File: src/rtl/regfile_scoreboard_pkg.sv
// rtl/regfile_scoreboard_pkg.sv - shared constants and reset-pattern helper for the scoreboarded register file
package regfile_scoreboard_pkg;

    localparam int DEF_DATA_W = 32;
    localparam int DEF_ADDR_W = 5;
    localparam int REG_ZERO   = 0;

    // Reset pattern: every register holds its own index (register 0 therefore holds 0).
    function automatic logic [63:0] reg_init(input int unsigned idx);
        return 64'(idx);
    endfunction

endpackage

File: src/rtl/regfile_read_port.sv
// rtl/regfile_read_port.sv - one combinational read port with write bypass and operand-ready logic
module regfile_read_port
    import regfile_scoreboard_pkg::*;
#(
    parameter int DATA_W   = DEF_DATA_W,
    parameter int ADDR_W   = DEF_ADDR_W,
    parameter int BYPASS   = 1,
    parameter int ZERO_REG = 1
) (
    input  logic [ADDR_W-1:0]     addr_i,
    input  logic [DATA_W-1:0]     regs_i [2**ADDR_W],
    input  logic [2**ADDR_W-1:0]  busy_i,
    input  logic                  wr_en_i,
    input  logic [ADDR_W-1:0]     wr_addr_i,
    input  logic [DATA_W-1:0]     wr_data_i,
    output logic [DATA_W-1:0]     data_o,
    output logic                  ready_o
);

    logic zero_idx;
    logic bypass_hit;

    always_comb begin
        zero_idx   = (ZERO_REG != 0) && (addr_i == ADDR_W'(REG_ZERO));
        bypass_hit = (BYPASS != 0) && wr_en_i && (wr_addr_i == addr_i) && !zero_idx;

        // Register 0 is forced rather than trusted from the array when hardwired.
        if (zero_idx) begin
            data_o = '0;
        end else if (bypass_hit) begin
            data_o = wr_data_i;
        end else begin
            data_o = regs_i[addr_i];
        end

        ready_o = zero_idx || bypass_hit || !busy_i[addr_i];
    end

endmodule

File: src/rtl/regfile_scoreboard.sv
// rtl/regfile_scoreboard.sv - multi-read-port register file with per-register busy scoreboard
module regfile_scoreboard
    import regfile_scoreboard_pkg::*;
#(
    parameter int DATA_W   = DEF_DATA_W,
    parameter int ADDR_W   = DEF_ADDR_W,
    parameter int NUM_READ = 2,
    parameter int BYPASS   = 1,
    parameter int ZERO_REG = 1
) (
    input  logic                         clk,
    input  logic                         reset,
    input  logic                         wr_en,
    input  logic [ADDR_W-1:0]            wr_addr,
    input  logic [DATA_W-1:0]            wr_data,
    input  logic                         rsv_en,
    input  logic [ADDR_W-1:0]            rsv_addr,
    output logic                         rsv_stall,
    input  logic [NUM_READ*ADDR_W-1:0]   rd_addr,
    output logic [NUM_READ*DATA_W-1:0]   rd_data,
    output logic [NUM_READ-1:0]          rd_ready
);

    localparam int DEPTH = 2**ADDR_W;

    logic [DATA_W-1:0] regs_q [DEPTH];
    logic [DEPTH-1:0]  busy_q;
    logic [DEPTH-1:0]  busy_d;
    logic              wr_accept;
    logic              rsv_zero;
    logic              rsv_accept;

    always_comb begin
        wr_accept  = wr_en && !((ZERO_REG != 0) && (wr_addr == ADDR_W'(REG_ZERO)));
        rsv_zero   = (ZERO_REG != 0) && (rsv_addr == ADDR_W'(REG_ZERO));
        rsv_stall  = rsv_en && busy_q[rsv_addr] && !(wr_en && (wr_addr == rsv_addr)) && !rsv_zero;
        rsv_accept = rsv_en && !rsv_stall && !rsv_zero;

        // Reservation is applied after the write clear so a same-index pair leaves the bit set.
        busy_d = busy_q;
        if (wr_accept) begin
            busy_d[wr_addr] = 1'b0;
        end
        if (rsv_accept) begin
            busy_d[rsv_addr] = 1'b1;
        end
    end

    always_ff @(posedge clk or posedge reset) begin
        if (reset) begin
            for (int i = 0; i < DEPTH; i++) begin
                regs_q[i] <= DATA_W'(reg_init(i));
            end
            busy_q <= '0;
        end else begin
            if (wr_accept) begin
                regs_q[wr_addr] <= wr_data;
            end
            busy_q <= busy_d;
        end
    end

    for (genvar k = 0; k < NUM_READ; k++) begin : g_rd
        regfile_read_port #(
            .DATA_W   (DATA_W),
            .ADDR_W   (ADDR_W),
            .BYPASS   (BYPASS),
            .ZERO_REG (ZERO_REG)
        ) u_port (
            .addr_i    (rd_addr[k*ADDR_W +: ADDR_W]),
            .regs_i    (regs_q),
            .busy_i    (busy_q),
            .wr_en_i   (wr_en),
            .wr_addr_i (wr_addr),
            .wr_data_i (wr_data),
            .data_o    (rd_data[k*DATA_W +: DATA_W]),
            .ready_o   (rd_ready[k])
        );
    end

endmodule

File: config.mk
export PLATFORM = sky130hd
export DESIGN_NAME = regfile_scoreboard
export DESIGN_NICKNAME = d
export VERILOG_FILES = /design/src/rtl/regfile_scoreboard_pkg.sv /design/src/rtl/regfile_read_port.sv /design/src/rtl/regfile_scoreboard.sv
export SDC_FILE = /design/constraint.sdc
export NUM_CORES = 2
export LEC_CHECK = 0
export CORE_MARGIN = 2
export CORE_UTILIZATION = 63
export DETAILED_ROUTE_END_ITERATION = 7
export PLACE_DENSITY = 0.81
export SLEW_MARGIN = 30
export SYNTH_ARGS = -nofsm -noshare
export SYNTH_HDL_FRONTEND = slang
export SYNTH_SLANG_ARGS = --single-unit
File: constraint.sdc
create_clock -name clk -period 47.8 [get_ports clk]
set_clock_uncertainty 0.1 [all_clocks]
set_input_delay 9.56 -clock clk [delete_from_list [all_inputs] [get_ports clk]]
set_output_delay 9.56 -clock clk [all_outputs]
set_load 0.1 [all_outputs]
==> results.toml <==
[global_route]
grt_overflow = 0
grt_max_degree = 172
antenna_found_initial = 8
grt_pass1_vias = 39400
track_usage_pct = 38.3
grt_pass1_wl_mm = 262

[setup_path]
cp.required_ps = 38140
worstSetupPathType = "input pin to primary output"
end_kind = "primary output"
worstPathMaxFanout = 46
worst_ep_arrival_time_ps = 14110
cpMostUsedCell = "buf_4"
critPathMaxStageDelay_ps = 1190
crit_slowest_cell = "clkdlybuf4s50_1"
cp-start-kind = "input pin"
crit_chain = "buf_8 > buf_4 > or2_2 > nor4_1 > o21bai_4 > buf_4 > nor2_1 > buf_4 > a221o_1 > clkdlybuf4s50_1"

[clocking]
numCtsBuffers = 110
post_cts_resize_count = 0
cts.path.max_buffers = 3
path_clk_slew_ps = 60
hold_buffers = 0
cts_tree = "yes"
cts_root_buf = "clkbuf_16"
post_cts_buffers = 0
clock_latency_ps = 670
clock_sinks = 1056
cts.htree.levels = 3

[logic_synthesis]
synth_edf_count = 0
avgSynthCellArea_um2 = 14.9
yosys.area.top_type = "dfrtp_1"
seq_area_frac_synth_pct = 46.6
synth_ff_type = "dfrtp_1"
synth_area_leaders = "dfrtp_1 (43%), mux4_2 (21%), mux2_2 (20%), dfstp_2 (3.7%), clkbuf_1 (1.4%)"
ys_ff_latch = 1056
synthArstFlopShare_pct = 100
syn-num-nets = 3878
yosysTopAreaCellShare_pct = 42.9
syn-instance-count = 3822
yosys_warnings = 0
ys_types = 59
syn_area_um2 = 57000

[sta]
fin_crit_ps = 23770
maxSlewViolCount = 0
hold_viol_final = 0
fin_setup_tns_ps = 0
worst_slew_pin_slew_ps = 1120
clock.fmax_ghz = 0.0421
rsz0062_at_grt = "false"
setup_viol = 0
post-route-period-util_pct = 49.7
final.setup.worst_slack_ps = 24030
max_slew_margin_pct = 24.7

[status]
outcome = "finished, final reports clean"

[floorplanning]
die_area_um2 = 92800
start_util_pct = 63.5
die_h_um = 305
io_pins = 123
rows = 110
die_w_um = 305
core-area_um2 = 89700

[place]
dp_hpwl_mm = 99.1
place_ws_ps = 23690
place_congestion = 0.886
io_buffer_count = 122

[detailed_routing]
vias = 38100
wl_mm = 175
antenna_left = 0
routed_via_density = 7.63
drt-initial-drc-count = 4634
wl_per_cell_um = 35.0
first_pass_iters = 6
drc = 0

[finish]
final_nets = 3780
area_growth_pct = 9.75
drive_gt1_share_pct = 51.5

[pwr]
p_leak_uw = 0.0265
power_density_nw_per_um2 = 43.6
vdd_ir_drop_max_mv = 0.0324

[min_path]
hold_path_class = "flop to flop"

[job]
drv_cap = 0
-- cell usage in the layout (no fill, tap or decap), types with 60 or more instances in the layout --
cell type and instances:
a22oi_1 85, buf_4 101, clkbuf_16 114, clkdlybuf4s50_1 101, dfrtp_1 976, dfstp_2 80, mux2_2 995, mux2i_1 64
mux4_2 527, nand2_1 60, o22ai_1 68
-- cell type report --
cell class              count  area [um2]
multi-input cells        2312       28500
fillers                  5835       27200
flip-flops and latches   1056       26500
clock buffers             165        3250
repair buffers            236        2170
well taps                1176        1470
clock inverters            33         499
inverters                   8        37.5
diodes                      7        17.5
-- metal layers --
metal	routed length [um]	global-route usage, %	share of wire (%)
met5	30	0	0.017
met2	80200	58.2	46
met3	21800	12.1	12
met1	61500	49.8	35
met4	11000	20.7	6.3
-- registers in the layout, indices dropped and copies added (netlist names) --
register  cells
busy_q       32
regs_q     1024
-- critical path: cells and delay by family --
kind	cells	cell delay, ps
AO/OA/AOI/OAI	2	570
buffers and inverters	5	2900
AND/OR/NAND/NOR	3	1010
-- Yosys cell counts (4+ instances only) --
master / n
o21ai_0: 39
mux4_2: 527
mux2_2: 995
inv_1: 7
nand2_1: 73
buf_4: 28
nor4_1: 8
buf_2: 159
dfstp_2: 80
nand3b_1: 12
nor2b_1: 21
clkbuf_1: 215
a21oi_1: 32
o31ai_1: 12
a211oi_1: 45
dfrtp_1: 976
or2_2: 6
and3_1: 5
nand2b_1: 10
and3b_1: 4
buf_1: 33
a22oi_1: 85
a221oi_1: 13
buf_6: 11
mux2i_1: 64
nor3_1: 47
and2_1: 32
xnor2_1: 15
a221o_1: 11
nand3_1: 49
nor3b_1: 5
a22o_1: 54
a31oi_1: 8
o22ai_1: 68
nor2_1: 35
-- power by group --
group / switching [uW] / internal (uW) / leakage (uW) / total, uW
clock: 364 / 532 / 0.00184 / 896
sequential: 131 / 1080 / 0.0134 / 1210
combinational: 291 / 333 / 0.0113 / 624
total: 786 / 1940 / 0.0265 / 2730
-- metrics by stage --
stage	cell area (um2)	hold slack, ps	instances	utilization [%]	power (uW)
floorplan	57000	341	3822	-	1670
global placement	58700	278	4785	65.4	1800
detailed placement	58700	284	4786	65.4	1830
CTS	62400	296	4984	69.6	2720
global route	62500	310	4988	69.6	2820
finish	62500	296	4993	69.7	2730
-- worst paths after layout --
check                        startpoint      endpoint  slack (ps)  cells past startpoint
max                          rd_addr[2]   rd_data[30]       24030                     10
min                        regs_q[1017]  regs_q[1017]         300                      0
max reg2reg                  busy_q[15]    busy_q[27]       45350                      5
min reg2reg                regs_q[1017]  regs_q[1017]         300                      0
max in group asynchronous         reset   regs_q[667]       35340                      7
min in group asynchronous         reset   regs_q[900]        9310                      2
-- cells by family (layout without fill, tap and decap cells) --
kind of cell,Yosys count,in the layout,share of synthesized area (%)
other,0,7,0
buffers and inverters,454,442,3.67
AOI/OAI and AO/OA,382,382,4.80
muxes,1588,1588,41.7
xor gates and xnor gates,15,15,0.231
DFF,1056,1056,46.6
and+or+nand+nor,327,327,3.05
Note: power is estimated with default switching activity, not from simulation.
